File: src/rtl/morse_encoder_pkg.sv
// morse_encoder_pkg: state encodings, code format and unit multipliers for the Morse keyer
package morse_encoder_pkg;
  localparam int unsigned LEN_W = 3;
  localparam int unsigned PAT_W = 5;
  localparam int unsigned DOT_U = 1;
  localparam int unsigned DASH_U = 3;
  localparam int unsigned GAP_U = 1;
  localparam int unsigned CHAR_GAP_U = 3;
  localparam int unsigned WORD_GAP_U = 7;
  localparam logic [7:0] ASCII_SPACE = 8'h20;
  typedef enum logic [2:0] {IDLE, MARK, ELEM_GAP, CHAR_GAP, WORD_GAP} state_e;
  typedef struct packed {
    logic             valid;
    logic             is_space;
    logic [LEN_W-1:0] len;
    logic [PAT_W-1:0] pat;
  } code_t;
  function automatic code_t mk(input logic [LEN_W-1:0] len, input logic [PAT_W-1:0] pat);
    return '{valid: 1'b1, is_space: 1'b0, len: len, pat: pat};
  endfunction
endpackage

File: src/rtl/morse_encoder_lut.sv
// morse_encoder_lut: ASCII to Morse code lookup, lower case folded onto upper case
module morse_encoder_lut
  import morse_encoder_pkg::*;
(
  input  logic [7:0] ascii_i,
  output code_t      code_o
);
  logic [7:0] up;
  always_comb begin
    up = (ascii_i >= 8'h61 && ascii_i <= 8'h7a) ? ascii_i - 8'h20 : ascii_i;
    code_o = '0;
    case (up)
      ASCII_SPACE: code_o = '{valid: 1'b1, is_space: 1'b1, len: '0, pat: '0};
      // pattern occupies the low len bits, first element in the highest of them
      8'h41: code_o = mk(3'd2, 5'b00001);
      8'h42: code_o = mk(3'd4, 5'b01000);
      8'h43: code_o = mk(3'd4, 5'b01010);
      8'h44: code_o = mk(3'd3, 5'b00100);
      8'h45: code_o = mk(3'd1, 5'b00000);
      8'h46: code_o = mk(3'd4, 5'b00010);
      8'h47: code_o = mk(3'd3, 5'b00110);
      8'h48: code_o = mk(3'd4, 5'b00000);
      8'h49: code_o = mk(3'd2, 5'b00000);
      8'h4a: code_o = mk(3'd4, 5'b00111);
      8'h4b: code_o = mk(3'd3, 5'b00101);
      8'h4c: code_o = mk(3'd4, 5'b00100);
      8'h4d: code_o = mk(3'd2, 5'b00011);
      8'h4e: code_o = mk(3'd2, 5'b00010);
      8'h4f: code_o = mk(3'd3, 5'b00111);
      8'h50: code_o = mk(3'd4, 5'b00110);
      8'h51: code_o = mk(3'd4, 5'b01101);
      8'h52: code_o = mk(3'd3, 5'b00010);
      8'h53: code_o = mk(3'd3, 5'b00000);
      8'h54: code_o = mk(3'd1, 5'b00001);
      8'h55: code_o = mk(3'd3, 5'b00001);
      8'h56: code_o = mk(3'd4, 5'b00001);
      8'h57: code_o = mk(3'd3, 5'b00011);
      8'h58: code_o = mk(3'd4, 5'b01001);
      8'h59: code_o = mk(3'd4, 5'b01011);
      8'h5a: code_o = mk(3'd4, 5'b01100);
      8'h30: code_o = mk(3'd5, 5'b11111);
      8'h31: code_o = mk(3'd5, 5'b01111);
      8'h32: code_o = mk(3'd5, 5'b00111);
      8'h33: code_o = mk(3'd5, 5'b00011);
      8'h34: code_o = mk(3'd5, 5'b00001);
      8'h35: code_o = mk(3'd5, 5'b00000);
      8'h36: code_o = mk(3'd5, 5'b10000);
      8'h37: code_o = mk(3'd5, 5'b11000);
      8'h38: code_o = mk(3'd5, 5'b11100);
      8'h39: code_o = mk(3'd5, 5'b11110);
      default: code_o = '0;
    endcase
  end
endmodule

File: src/rtl/morse_encoder.sv
// morse_encoder: keys one accepted ASCII character at a time out as Morse with unit timing
module morse_encoder
  import morse_encoder_pkg::*;
#(
  parameter int unsigned UNIT_CYCLES = 6_000_000,
  parameter int unsigned CNT_W = $clog2(UNIT_CYCLES * 7 + 1)
) (
  input  logic       clk_i,
  input  logic       reset_ni,
  input  logic [7:0] data_i,
  input  logic       valid_i,
  output logic       ready_o,
  output logic       morse_o,
  output logic       busy_o,
  output logic       done_o,
  output logic       invalid_o
);
  if (UNIT_CYCLES < 2 || ((64'(UNIT_CYCLES) * 64'd7) >> CNT_W) != 64'd0) begin : g_chk
    $error("UNIT_CYCLES must be >= 2 and 7*UNIT_CYCLES must fit in CNT_W bits");
  end
  function automatic logic [CNT_W-1:0] ld(input int unsigned u);
    return CNT_W'(u * UNIT_CYCLES - 32'd1);
  endfunction
  state_e           state_q, state_d;
  logic [CNT_W-1:0] cnt_q, cnt_d;
  logic [LEN_W-1:0] idx_q, idx_d;
  logic [PAT_W-1:0] pat_q, pat_d;
  logic             done_q, done_d, invalid_q, invalid_d;
  code_t            code;
  logic             last;
  morse_encoder_lut u_lut (.ascii_i(data_i), .code_o(code));
  assign last = cnt_q == '0;
  always_comb begin
    state_d = state_q;
    cnt_d = (state_q == IDLE) ? '0 : cnt_q - 1'b1;
    idx_d = idx_q;
    pat_d = pat_q;
    done_d = 1'b0;
    invalid_d = 1'b0;
    case (state_q)
      IDLE: if (valid_i) begin
        invalid_d = !code.valid;
        if (code.valid && code.is_space) begin
          state_d = WORD_GAP;
          cnt_d = ld(WORD_GAP_U);
        end else if (code.valid) begin
          state_d = MARK;
          pat_d = code.pat;
          idx_d = code.len - 3'd1;
          cnt_d = ld(code.pat[code.len - 3'd1] ? DASH_U : DOT_U);
        end
      end
      MARK: if (last) begin
        state_d = (idx_q == '0) ? CHAR_GAP : ELEM_GAP;
        cnt_d = ld((idx_q == '0) ? CHAR_GAP_U : GAP_U);
        idx_d = (idx_q == '0) ? idx_q : idx_q - 3'd1;
      end
      ELEM_GAP: if (last) begin
        state_d = MARK;
        cnt_d = ld(pat_q[idx_q] ? DASH_U : DOT_U);
      end
      CHAR_GAP, WORD_GAP: if (last) begin
        state_d = IDLE;
        done_d = 1'b1;
      end
      default: state_d = IDLE;
    endcase
  end
  always_ff @(posedge clk_i or negedge reset_ni) begin
    if (!reset_ni) begin
      state_q <= IDLE;
      cnt_q <= '0;
      idx_q <= '0;
      pat_q <= '0;
      done_q <= 1'b0;
      invalid_q <= 1'b0;
    end else begin
      state_q <= state_d;
      cnt_q <= cnt_d;
      idx_q <= idx_d;
      pat_q <= pat_d;
      done_q <= done_d;
      invalid_q <= invalid_d;
    end
  end
  assign ready_o = state_q == IDLE;
  assign busy_o = !ready_o;
  assign morse_o = state_q == MARK;
  assign done_o = done_q;
  assign invalid_o = invalid_q;
endmodule

File: config.mk
export PLATFORM = sky130hd
export DESIGN_NAME = morse_encoder
export DESIGN_NICKNAME = d
export VERILOG_FILES = /design/src/rtl/morse_encoder_pkg.sv /design/src/rtl/morse_encoder_lut.sv /design/src/rtl/morse_encoder.sv
export SDC_FILE = /design/constraint.sdc
export NUM_CORES = 1
export LEC_CHECK = 0
export BUFFER_PORTS_ARGS = -buffer_cell sky130_fd_sc_hd__buf_2
export CORE_ASPECT_RATIO = 1.25
export CORE_MARGIN = 2
export CORE_UTILIZATION = 35
export CTS_BUF_LIST = sky130_fd_sc_hd__clkbuf_8
export DETAILED_ROUTE_END_ITERATION = 10
export HOLD_SLACK_MARGIN = 0.06
export PLACE_DENSITY_LB_ADDON = 0.25
export SLEW_MARGIN = 20
export SYNTH_ARGS = -nofsm -noshare
export SYNTH_HDL_FRONTEND = slang
export SYNTH_SLANG_ARGS = --single-unit
File: constraint.sdc
create_clock -name clk_i -period 3.7 [get_ports clk_i]
set_input_delay 0.555 -clock clk_i [delete_from_list [all_inputs] [get_ports clk_i]]
set_output_delay 0.555 -clock clk_i [all_outputs]
set_load 0.03 [all_outputs]
# Word-level counts from Yosys, hierarchy flattened
# Memories as Yosys holds them, arrays and structs flattened.
# Cells that the tools add are included.
# totals
ff_bits,39
latch_bits,0
mem_bits_rw,0
mem_bits_ro,1280
inputBits,11
output_inout_bits,5
word_cells,80
n_memories,1
# classes
addsub,7
mul,3
n_div,0
n_lt_le_gt_ge,4
n_eq_ne,12
shift,0
n_mux,34
bitwise,1
reduce_logical,12
# memory_table
name,words,word_bits,read_ports,rd_clocked_by_memory_dff,write_ports,line,source
(name not given),128,10,1,0,0,morse_encoder_lut.sv:12,case (up)
# ops
cell,n
26-bit two-way mux,6
26-bit one-hot mux with 3 select lines,1
25-bit by 1-bit subtractor with 26-bit output (second input constant),3
2-bit by 16-bit multiplier with 18-bit output (second input constant),3
3-bit two-way mux,11
26-bit zero test,1
26-bit by 1-bit subtractor with 26-bit output (second input constant),1
3-bit one-hot mux with 4 select lines,1
10-bit two-way mux,1
2-bit != test (second input constant),5
8-bit by 7-bit greater-or-equal comparator with 1-bit output (second input constant),1
8-bit by 7-bit less-or-equal comparator with 1-bit output (second input constant),1
3-bit by 4-bit less-than comparator with 1-bit output (second input constant),2
8-bit two-way mux,1
8-bit by 6-bit subtractor with 8-bit output (second input constant),1
1-bit two-way mux,7
1-bit binary-select mux with 3-bit select,2
3-bit by 2-bit == test with 1-bit output (second input constant),2
3-bit zero test,2
2-bit two-way mux,3
3-bit one-hot mux with 2 select lines,1
6-bit AND reduction,1
3-bit by 1-bit subtractor with 3-bit output (second input constant),2
5-bit AND reduction,1
other kinds (10),13

# Logic depth before layout (Yosys ltp)
# Gate-level depths: netlist of the first run.
# An unclocked memory read counts as a cell.
# depth
depth_word,15
depth_mapped,15
ltp_nobuf,13

# Cells and area by module
# Synthesis of the first run repeated with hierarchy kept, for this count alone.
# hier_totals
cells_unflattened,348
area_unflattened_um2,3104.2
# modules_own_cells
mod,n_inst,cells_each,area_per_inst_um2,seq_area_each_um2
morse_encoder,1,241,2394.8,975.9
morse_encoder_lut,1,107,709.4,0.0

# Worst setup path after synthesis of the first run
# No wires, ideal clock.
# synth_timing
path_kind,input to register
start,in data_i[1]
end,reg cnt_q[13]
setup_time_ns,0.136
t_arrival_ns,3.260
required_ns,3.564
slack_ns,0.305
stages,15
n_path_buf,2
cell_sequence,clkbuf_1 -> inv_1 -> ha_1 -> or4b_4 -> or2_1 -> a32oi_2 -> buf_4 -> o21ai_0 -> nand2_1 -> ha_1 -> inv_1 -> nor2_1 -> a221oi_1 -> o31a_2 -> o21ai_0
# synth_via
elab_chain_cells,15
elab_cells_between_ends,18
cone_classes,add/sub (3); mul (1); order compare (2); mux (9); reduce/logical (2); memory (1)
# synth_lines
element,line,source
"start, declared",morse_encoder.sv:10,"input logic [7:0] data_i,"
8-bit by 7-bit greater-or-equal comparator with 1-bit output or 8-bit by 7-bit less-or-equal comparator with 1-bit output (tied branches),morse_encoder_lut.sv:10,up = (ascii_i >= 8'h61 && ascii_i <= 8'h7a) ? ascii_i - 8'h20 : ascii_i;
1-bit logical AND,morse_encoder_lut.sv:10,
8-bit two-way mux *,morse_encoder_lut.sv:10,
memory read 128 x 10 bit,-,
10-bit two-way mux *,morse_encoder_lut.sv:12,
3-bit by 1-bit subtractor with 3-bit output,morse_encoder.sv:50,cnt_d = ld(code.pat[code.len - 3'd1] ? DASH_U : DOT_U);
1-bit binary-select mux with 3-bit select,morse_encoder.sv:50,
1-bit two-way mux (not written as such),morse_encoder.sv:50,
2-bit two-way mux,morse_encoder.sv:50,
2-bit by 16-bit multiplier with 18-bit output,morse_encoder.sv:22,return CNT_W'(u * UNIT_CYCLES - 32'd1);
25-bit by 1-bit subtractor with 26-bit output,morse_encoder.sv:22,
26-bit two-way mux,morse_encoder.sv:46,end else if (code.valid) begin
26-bit two-way mux *,morse_encoder.sv:43,if (code.valid && code.is_space) begin
26-bit two-way mux *,morse_encoder.sv:41,IDLE: if (valid_i) begin
26-bit one-hot mux with 3 select lines *,morse_encoder.sv:40,case (state_q)
via cnt_d[13],morse_encoder.sv:25,"logic [CNT_W-1:0] cnt_q, cnt_d;"
"end signal, assigned",morse_encoder.sv:79,cnt_q <= cnt_d;
"end, declared",morse_encoder.sv:25,
# Mark *: on every way through the listed nets, which the timed path passes. The rest lies on a longest branch. The select of a mux whose other input is x is not followed.
# A chain may end at the register's enable or synchronous reset.

# Worst setup path after layout of the first run
# layout_timing
start,in data_i[0]
end,reg cnt_q[13]
# Same word-level chain as after synthesis.

==> results of run 1 <==
[flip-flops by register name, indices dropped and copies added, names as in the netlist]
name / count
idx_q: 3
invalid_o: 1
cnt_q: 26
state_q: 3
done_o: 1
pat_q: 5
[cells in the mapped netlist (4+ instances only)]
cell type   n
o31ai_1     4
clkbuf_1   11
nor2_1     33
or3_1       4
a211oi_1    5
ha_1       11
nand4_1     4
a22oi_1     4
nor2b_1     6
nor4_1      6
xnor2_1    10
o211ai_1    4
inv_1      17
nand3_1     8
o21ai_0    21
xor2_1     10
nand2_1    32
dfrtp_1    39
nand3b_1    4
o2bb2ai_1   5
a31oi_1     9
mux2i_1     6
a21oi_1    21
nor3_1     19
[routing by layer]
layer / vias to the layer above / global-route usage [%]
li1: 1312 / -
met1: 1290 / 21.9
met3: 7 / 2.56
met5: - / 0
met2: 61 / 29.2
met4: 0 / 6.35
[final timing paths]
check,depth (start not counted),endpoint,slack (ps),startpoint
max reg2reg,7,cnt_q[22],970,cnt_q[21]
min in group clk_i,2,pat_q[2],470,pat_q[2]
max,12,cnt_q[13],430,data_i[0]
min reg2reg,2,pat_q[2],470,pat_q[2]
min,1,cnt_q[18],350,reset_ni
max in group asynchronous,1,state_q[0],2770,reset_ni
[worst max-delay path: stages]
cell and delay, ps:
buf_2 150, inv_1 100, ha_1 290, nand2b_1 190, a211oi_1 360, nor3_1 220, or3_1 380, ha_1 230
or4_1 560, nand3_1 100, o31a_2 210, o21ai_0 100
[area by class of cell]
class | count | area (um^2) | area share [%]
Clock buffer | 5 | 68.8 | 2.12
Clock inverter | 3 | 63.8 | 1.97
Inverter | 18 | 67.6 | 2.08
Multi-Input combinational cell | 277 | 1820 | 56.1
Sequential cell | 39 | 976 | 30.1
Tap cell | 97 | 121 | 3.74
Timing Repair Buffer | 22 | 128 | 3.93
[cell usage in the layout, fill, tap and decap left out, types with 2 or more instances in the layout]
master,n
dfrtp_1,39
nor2_1,33
nand2_1,32
o21ai_0,21
a21oi_1,21
nor3_1,19
inv_1,18
buf_2,15
ha_1,11
xor2_1,10
xnor2_1,10
a31oi_1,9
nand3_1,8
buf_4,7
nor2b_1,6
mux2i_1,6
nor4_1,6
a211oi_1,5
o2bb2ai_1,5
clkbuf_8,5
or3_1,4
a22oi_1,4
nand4_1,4
nand3b_1,4
o31ai_1,4
o211ai_1,4
or3_4,3
or4_1,3
o21a_1,3
nand2b_1,2
a21o_1,2
or4_4,2
o22ai_1,2
and3_1,2
or2_2,2
a222oi_1,2
bufinv_16,2
[kinds of logic after synthesis]
kind of cell,count (synthesis)
and+or+nand+nor,141
adders and majority gates,11
xor gates and xnor gates,20
muxes,8
DFF,39
buffers and inverters,35
AOI/OAI and AO/OA,97
[through the flow]
step / setup slack [ps] / power, mW / instance area (um^2) / instances
after floorplan: 305 / 0.704 / 2930 / 351
after global placement: 220 / 0.768 / 3110 / 453
after detailed placement: 126 / 0.774 / 3110 / 453
after CTS: 457 / 1.20 / 3240 / 461
after global routing: 191 / 1.26 / 3240 / 461
final: 425 / 1.19 / 3240 / 461
[power by group through the flow]
stage | clock network [mW] | registers (mW) | logic [mW]
2_1_floorplan | 0 | 0.530 | 0.174
3_3_place_gp | 0 | 0.542 | 0.226
3_5_place_dp | 0 | 0.544 | 0.230
4_1_cts | 0.436 | 0.535 | 0.232
5_1_grt | 0.449 | 0.546 | 0.262
6_report | 0.424 | 0.536 | 0.233
==> metrics.log, run 1 <==
INFO  metric run_status = finished, final reports clean
INFO  metric vias_in_the_first_global_route = ~2500
INFO  metric route.met3.wl = 238 um
INFO  metric holdCritPathClass = primary input to asynchronous set/reset pin
INFO  metric synth_top_area_share = about 33%
INFO  metric maxCapViolCount = 0
INFO  metric floorplan.core_area = 8190 um^2
INFO  metric std_cell_rows = 37
INFO  metric synth-seq-area-share = 33.3%
INFO  metric yosys-mux-area-fraction = between 3 and 4%
INFO  metric finish.net_count = just under 400
INFO  metric finalWirelength = 7430 um
INFO  metric post_synth_main_area_contributors = dfrtp_1, ha_1, nor2_1
INFO  metric cp.arrival = 3450 ps
INFO  metric overflow = 0
INFO  metric power-per-cell-area = 368 nW/um^2
INFO  metric top_level_ports = 16
INFO  metric die_height = around 110 um
INFO  metric synth_simple_gate_area_share = around a quarter
INFO  metric asyncSetResetFlopFracSynth = 100%
INFO  metric worst_setup_hold_path_clk_slew = roughly 80 ps
INFO  metric initial_antenna_violation_count = 0
INFO  metric die_width = ~86 um
INFO  metric crit_path_end_kind = flip-flop
INFO  metric power.static_leakage = 1.27 nW
INFO  metric detailedRoute.firstPassIterationCount = 6
INFO  metric starting_density_of_the_core = 35.8%
INFO  metric detail_route.wirelength.met1 = about 3400 um
INFO  metric detail-route-antenna-nets = 0
INFO  metric critPathKind = primary input to flip-flop
INFO  metric ys_warn_count = 0
INFO  metric post-cts-setup-buffers = 0
INFO  metric total_switching_power = ~340 uW
INFO  metric synth_cells = ~350
INFO  metric numClockSinks = 39
INFO  metric synth_edf_count = 0
INFO  metric slew-limit-headroom = 41.2%
INFO  metric grt_start_max_net_pins = 40
INFO  metric final_period_minus_worst_setup_slack = about 3300 ps
INFO  metric route.vias.total = between 2000 and 3000
INFO  metric synth_fp_nets = 373
INFO  metric ys_dominant_reg_cell = dfrtp_1
INFO  metric routed_wire_per_std_cell = about 16 um
INFO  metric synthAdderAreaFrac = between 4 and 5%
INFO  metric ys_ff_latch = 39
INFO  metric cts_inserted_buffers = 5
INFO  metric worst_setup_path_start_kind = primary input
INFO  metric netlist-cell-type-count = between 60 and 70
INFO  metric numPortBuffers = 15
INFO  metric synthDominantAreaCellType = dfrtp_1
INFO  metric setup_violations = 0
INFO  metric cts_hold_buffers = 0
INFO  metric synth_top_family_by_area = simple AND/OR/NAND/NOR gates
INFO  metric dpl.hpwl = 5540 um
INFO  metric synthXorXnorAreaFrac = 5.97%
INFO  metric clock_skew = around 9.9 ps
INFO  metric syn-mean-instance-area = approximately 8.4 um^2
INFO  metric root_buffer = clkbuf_8
INFO  metric grt_first_pass_wirelength = 12500 um
INFO  metric filler_cell_count = roughly 830
INFO  metric synthToLayoutAreaGrowth = 10.6%
INFO  metric synthesis.area = between 2000 and 3000 um^2
INFO  metric power.ir.vdd_worst = between 0.00015 and 0.0002 V
INFO  metric grt_setup_unrepaired = no
INFO  metric drt_iter0_drc = about 190
INFO  metric power.switching_fraction = 28.9%
INFO  metric maxSlewViolCount = 0
INFO  metric clock_path_buffers = 2
INFO  metric die-area = between 9000 and 10000 um^2
INFO  metric post_cts_resize_count = 0
INFO  metric period_share = 88.5%
INFO  metric power_report.internal_total = between 800 and 900 uW
INFO  metric combinational_power_share = between 10% and 20%
INFO  metric insertedDiodeCount = 0
INFO  metric worstSkewPairLatency = roughly 300 ps
INFO  metric drc_errors = 0
INFO  metric worst-endpoint-required = around 3900 ps
INFO  metric post-route-util = about two fifths
INFO  metric power.sequential.fraction = between 40 and 50%
INFO  metric post_drt_via_cell_ratio = 5.79
INFO  metric timing_hold_violations_final = 0
INFO  metric share_clk_of_total_power = 35.5%
INFO  metric post_route_cells_drive_above_1_share = about 13%
INFO  metric timing_worst_slew_pin_value = ~900 ps
INFO  metric hold_slack = 352 ps
INFO  metric cts_htree_levels = 2
INFO  metric global_routing_usage_summed_across_all_routing_layers = about 17%
INFO  metric fmax = ~310 MHz
INFO  metric area_fraction_in_compound_gates_after_synthesis = between 20 and 25%
INFO  metric detailroute.wirelength.met2 = approximately 3700 um
INFO  metric tritoncts = done
INFO  metric critPathMaxFanout = 7
INFO  metric finalWeightedCongestion = around 0.86
INFO  metric setup_total_negative_slack = 0 ps
INFO  metric top_layer = met4
(Power assumes the default switching activity.)
==> inputs of run 2 (changes only) <==
--- a/config.mk
+++ b/config.mk
@@ -5,12 +5,12 @@
 export SDC_FILE = /design/constraint.sdc
 export NUM_CORES = 1
 export LEC_CHECK = 0
-export BUFFER_PORTS_ARGS = -buffer_cell sky130_fd_sc_hd__buf_2
 export CORE_ASPECT_RATIO = 1.25
 export CORE_MARGIN = 2
 export CORE_UTILIZATION = 35
 export CTS_BUF_LIST = sky130_fd_sc_hd__clkbuf_8
 export DETAILED_ROUTE_END_ITERATION = 10
+export DONT_BUFFER_PORTS = 1
 export HOLD_SLACK_MARGIN = 0.06
 export PLACE_DENSITY_LB_ADDON = 0.25
 export SLEW_MARGIN = 20
==> run 2 against run 1 <==
Effect of this change:
- the flow now finishes with violations (design-rule violations)
- clock skew is 2.5 ps lower
- register-to-register slack better by 30 ps
- highest routed layer unchanged
- combinational power is 11% lower
- critical path depth is 1 higher
- count of clock-buffer cells in the layout stayed put
- clock power is 34% lower
- critical path type unchanged
- sequential power hardly changed
- total power is 14% lower
==> metrics.log, run 2 (synthesis gave the netlist of run 1 again) <==
INFO  metric grt_setup_unrepaired = no
INFO  metric largest_register_ffs = 26
INFO  metric worstSkewPairLatency = 290 ps
INFO  metric holdCritPathClass = primary input to asynchronous set/reset pin
INFO  metric post_drt_via_cell_ratio = about 5.7
INFO  metric clock_skew = around 7.4 ps
INFO  metric die-area = 9140 um^2
INFO  metric setup_total_negative_slack = 0 ps
INFO  metric die_height = around 110 um
INFO  metric critPathMaxFanout = 9
INFO  metric maxCapViolCount = 0
INFO  metric total_power = just over 1 mW
INFO  metric power.ir.vdd_worst = 0.000145 V
INFO  metric root_buffer = clkbuf_8
INFO  metric power.static_leakage = roughly 1.2 nW
INFO  metric largest-register = cnt_q
INFO  metric floorplan.core_area = ~8000 um^2
INFO  metric starting_density_of_the_core = between 30% and 40%
INFO  metric std_cell_rows = 37
INFO  metric top_level_ports = 16
INFO  metric power-per-cell-area = 327 nW/um^2
INFO  metric initial_antenna_violation_count = 0
INFO  metric layout_top_registers = cnt_q: 26 flops, pat_q: 5 flops
INFO  metric vias_in_the_first_global_route = around 2500
INFO  metric setup_violations = 0
INFO  metric slew-limit-headroom = 53.9%
INFO  metric finish.net_count = about 370
INFO  metric worst-endpoint-required = 3860 ps
INFO  metric critPathKind = primary input to flip-flop
INFO  metric power.sequential.fraction = roughly 52%
INFO  metric grt_start_max_net_pins = 40
INFO  metric tritoncts = done
INFO  metric failed_checks = design-rule violations
INFO  metric cts_htree_levels = 2
INFO  metric total_switching_power = 317 uW
INFO  metric worst_setup_hold_path_clk_slew = approximately 80 ps
INFO  metric cp.arrival = between 3000 and 4000 ps
INFO  metric routed_wire_per_std_cell = between 15 and 20 um
INFO  metric numPortBuffers = 0
INFO  metric layout.cells.most_common = dfrtp_1
INFO  metric power.switching_fraction = a little under a third
INFO  metric maxSlewViolCount = 0
INFO  metric post_route_cells_drive_above_1_share = about 8.6%
INFO  metric drc_errors = 1
INFO  metric route.vias.total = 2551
INFO  metric combinational_power_share = approximately 20%
INFO  metric global_routing_usage_summed_across_all_routing_layers = between 10% and 20%
INFO  metric detail-route-antenna-nets = 0
INFO  metric power_report.internal_total = about 700 uW
INFO  metric run_status = finished with violations
INFO  metric overflow = 0
INFO  metric post_cts_resize_count = 0
INFO  metric dpl.hpwl = between 5000 and 6000 um
INFO  metric numClockSinks = 39
INFO  metric period_share = about 83%
INFO  metric detailedRoute.firstPassIterationCount = 8
INFO  metric die_width = around 86 um
INFO  metric finalWirelength = between 7000 and 8000 um
INFO  metric crit_path_end_kind = flip-flop
INFO  metric hold_slack = 91.5 ps
INFO  metric timing_worst_slew_pin_value = slightly below 700 ps
INFO  metric grt_first_pass_wirelength = 12200 um
INFO  metric worst_setup_path_start_kind = primary input
INFO  metric synthToLayoutAreaGrowth = 6.44%
INFO  metric drt_iter0_drc = between 100 and 150
INFO  metric fmax = 325 MHz
INFO  metric most-common-layout-cells = dfrtp_1, nor2_1, nand2_1
INFO  metric share_clk_of_total_power = between 20% and 30%
INFO  metric insertedDiodeCount = 0
INFO  metric cts_inserted_buffers = 5
INFO  metric final_period_minus_worst_setup_slack = 3080 ps
INFO  metric timing_hold_violations_final = 0
INFO  metric clock_path_buffers = 2
INFO  metric finalWeightedCongestion = ~0.89
run 2: changes by cell type in the layout (fill, tap and decap cells not counted):
cell	before	now
buf_4	7	5
inv_1	18	19
buf_12	0	1
bufinv_16	2	0
buf_2	15	0
clkinv_2	0	1
run 2: cell type report:
class	instances	area, um^2
Timing Repair Buffer	6	57.6
Multi-Input combinational cell	277	1820
Fill cell	845	5070
Sequential cell	39	976
Clock inverter	3	12.5
Inverter	18	67.6
Clock buffer	5	68.8
Tap cell	97	121
run 2: metal layers:
layer	track usage (%)	share of wire, %	vias up
li1	-	-	1275
met1	21.1	45	1215
met2	27.7	49	52
met3	3.11	4.9	9
met4	3.97	1.2	0
met5	0	0	-
run 2: worst paths after layout:
check                           from  slack (ps)  depth (start not counted)        end
hold reg to reg             pat_q[3]         480                          2   pat_q[3]
setup reg to reg           cnt_q[16]        1000                          7   cnt_q[8]
min in group clk_i           valid_i         470                          2  invalid_o
max in group asynchronous   reset_ni        3410                          1   pat_q[1]
setup / recovery           data_i[0]         620                         13  cnt_q[13]
hold / removal              reset_ni          90                          1   cnt_q[9]
run 2: what timing repair did:
action,CTS,global route
setup buffers,0,0
hold buffers,1,0
hold endpoints to repair,39,0
run 2: worst max-delay path, stage by stage:
cell and delay, ps:
inv_1 100, ha_1 170, or4b_4 470, or2_1 250
a32oi_2 260, buf_4 210, or3_1 120, ha_1 250
inv_1 120, nor2_1 60, a221oi_1 300, o31a_2 270
o21ai_0 90
run 2: metrics by stage:
stage	utilization (%)	worst slack [ps]	std cells	cell area (um^2)
floorplan	-	305	351	2930
global placement	36.9	395	436	3020
detailed placement	36.9	315	436	3020
CTS	38.1	621	445	3120
global route	38.1	365	445	3120
finish	38.1	618	445	3120
run 2: power by group through the flow:
stage	logic, mW	clock network [mW]	registers [mW]
final	0.208	0.278	0.536
after global routing	0.235	0.303	0.544
after CTS	0.208	0.283	0.535
after detailed placement	0.196	0	0.543
after global placement	0.194	0	0.542
after floorplan	0.174	0	0.530
==> inputs of run 3 (changes only) <==
==> constraint.sdc (replaced) <==
create_clock -name clk_i -period 2.6 [get_ports clk_i]
set_input_delay 0.39 -clock clk_i [delete_from_list [all_inputs] [get_ports clk_i]]
set_output_delay 0.39 -clock clk_i [all_outputs]
set_load 0.03 [all_outputs]
==> run 3 against run 2 <==
Effect of this change:
- the flow finishes with violations (design-rule violations, negative setup slack)
- clock skew up 1.6 ps
- global-route usage up 1.5 points
- critical path type unchanged
- combinational power up 89%
- via count up 10%
- critical path depth down 1
- first-iteration DRC count down 10%
- non-clock buffer count up 61
- final cell count up 14%
- flip-flop and latch count unchanged
==> metrics.log, run 3 (synthesis gave the netlist of run 1 again) <==
INFO  metric period_share = 102%
INFO  metric overflow = 0
INFO  metric layout.cells.most_common = buf_4
INFO  metric setup_total_negative_slack = -259 ps
INFO  metric clock_skew = roughly 9.0 ps
INFO  metric initial_antenna_violation_count = 0
INFO  metric dp.cells = just under 500
INFO  metric setup_violations = 8
INFO  metric grt_start_max_net_pins = 40
INFO  metric critPathKind = primary input to flip-flop
INFO  metric layout_top_registers = cnt_q: 26 flops, pat_q: 5 flops
INFO  metric cp.arrival = around 2800 ps
INFO  metric top_level_ports = 16
INFO  metric cts_inserted_buffers = 5
INFO  metric vias_in_the_first_global_route = around 2900
INFO  metric drc_errors = 2
INFO  metric detailedRoute.firstPassIterationCount = 8
INFO  metric floorplan.core_area = slightly above 8000 um^2
INFO  metric tritoncts = done
INFO  metric numClockSinks = 39
INFO  metric power.static_leakage = approximately 1.5 nW
INFO  metric detail-route-antenna-nets = 0
INFO  metric clock_path_buffers = 2
INFO  metric die_height = roughly 110 um
INFO  metric timing_worst_slew_pin_value = 488 ps
INFO  metric grt_setup_unrepaired = yes
INFO  metric starting_density_of_the_core = a little over a third
INFO  metric finalWeightedCongestion = 0.908
INFO  metric root_buffer = clkbuf_8
INFO  metric fmax = 378 MHz
INFO  metric maxSlewViolCount = 0
INFO  metric crit_path_end_kind = flip-flop
INFO  metric timing_hold_violations_final = 0
INFO  metric route.vias.total = between 2000 and 3000
INFO  metric finish.cell_count_without_fillers = just over 500
INFO  metric failed_checks = design-rule violations, negative setup slack
INFO  metric dpl.hpwl = about 5900 um
INFO  metric placed_cell_area = between 3000 and 4000 um^2
INFO  metric cts_htree_levels = 2
INFO  metric power-per-cell-area = 420 nW/um^2
INFO  metric maxCapViolCount = 0
INFO  metric final_cell_area = 3730 um^2
INFO  metric global_routing_usage_summed_across_all_routing_layers = around 18%
INFO  metric worstSkewPairLatency = about 290 ps
INFO  metric synthToLayoutAreaGrowth = 27.2%
INFO  metric worst-endpoint-required = about 2800 ps
INFO  metric filler_cell_count = approximately 800
INFO  metric routed_wire_per_std_cell = 15.4 um
INFO  metric post_drt_via_cell_ratio = approximately 5.6
INFO  metric most-common-layout-cells = buf_4, dfrtp_1, nor2_1
INFO  metric die_width = 85.9 um
INFO  metric finish.net_count = between 400 and 500
INFO  metric worst_setup_path_start_kind = primary input
INFO  metric setup_ws = -46.4 ps
INFO  metric largest-register = cnt_q
INFO  metric run_status = finished with violations
INFO  metric power.ir.vdd_worst = approximately 0.00022 V
INFO  metric slew-limit-headroom = approximately 67%
INFO  metric die-area = between 9000 and 10000 um^2
INFO  metric numPortBuffers = 0
INFO  metric grt_first_pass_wirelength = 13400 um
INFO  metric final_period_minus_worst_setup_slack = roughly 2600 ps
INFO  metric worst_setup_hold_path_clk_slew = ~90 ps
INFO  metric std_cell_rows = 37
INFO  metric drt_iter0_drc = 116
INFO  metric largest_register_ffs = 26
INFO  metric finalWirelength = slightly below 8000 um
INFO  metric holdCritPathClass = primary input to flip-flop
INFO  metric insertedDiodeCount = 0
INFO  metric post_route_cells_drive_above_1_share = 27.1%
INFO  metric critPathMaxFanout = 7
[run 3: area by class of cell]
cell class	instances	area [um^2]	share of cell area [%]
inverters	18	81.3	2.18
flip-flops and latches	39	976	26.1
well taps	97	121	3.25
repair buffers	67	522	14.0
multi-input cells	277	1940	52.1
clock inverters	3	20.0	0.536
clock buffers	5	68.8	1.84
[run 3: through the flow]
stage                     util [%]  hold WS (ps)  power, mW  setup WS [ps]
after floorplan                  -          94.4       1.01           -450
after global placement        42.0          95.5       1.11           -386
after detailed placement      42.0          95.4       1.13           -435
after CTS                     44.9           292       1.57          -19.8
after global routing          45.5           327       1.67           -157
final                         45.5           304       1.57          -46.4
[run 3: metal layers]
metal  vias up  routed length, um  global-route usage (%)  share of wire [%]
li1       1403                  -                       -                  -
met1      1337               3290                    21.4                 42
met2        60               4010                    32.2                 51
met3        18                313                    2.64                4.0
met4         0                199                    5.67                2.5
met5         -                  0                       0                  0
[run 3: worst paths after layout]
| path | start | to | slack (ps) | cells after the start |
|---|---|---|---|---|
| worst min-delay path | valid_i | invalid_o | 300 | 2 |
| max in group asynchronous | reset_ni | pat_q[4] | 1850 | 2 |
| worst max register to register | cnt_q[16] | cnt_q[8] | 10 | 7 |
| worst max-delay path | data_i[0] | cnt_q[8] | -50 | 12 |
| min in group asynchronous | reset_ni | cnt_q[12] | 550 | 2 |
| worst min register to register | pat_q[4] | pat_q[4] | 480 | 2 |
[run 3: power by group]
part	internal, mW	total [mW]	switching [mW]
Sequential	0.686	0.764	0.0779
Clock	0.187	0.412	0.226
Combinational	0.207	0.393	0.186
[run 3: repair_timing]
item | CTS | global route
endpoints found under the setup margin | 8 | 9
resized for setup | 14 | 3
endpoints found under the hold margin | 39 | 0
cloned | 0 | 0
hold buffers | 2 | 0
setup buffers | 6 | 4
pin swaps | 7 | 4
[run 3: critical path, stage by stage]
cell and delay (ps):
clkinvlp_4 70, ha_4 130, or4b_4 480, nor3_4 170, nor3_2 70, or3_4 410
ha_4 300, inv_4 40, o211ai_1 80, a31oi_1 130, o31a_4 410, o2bb2ai_1 130
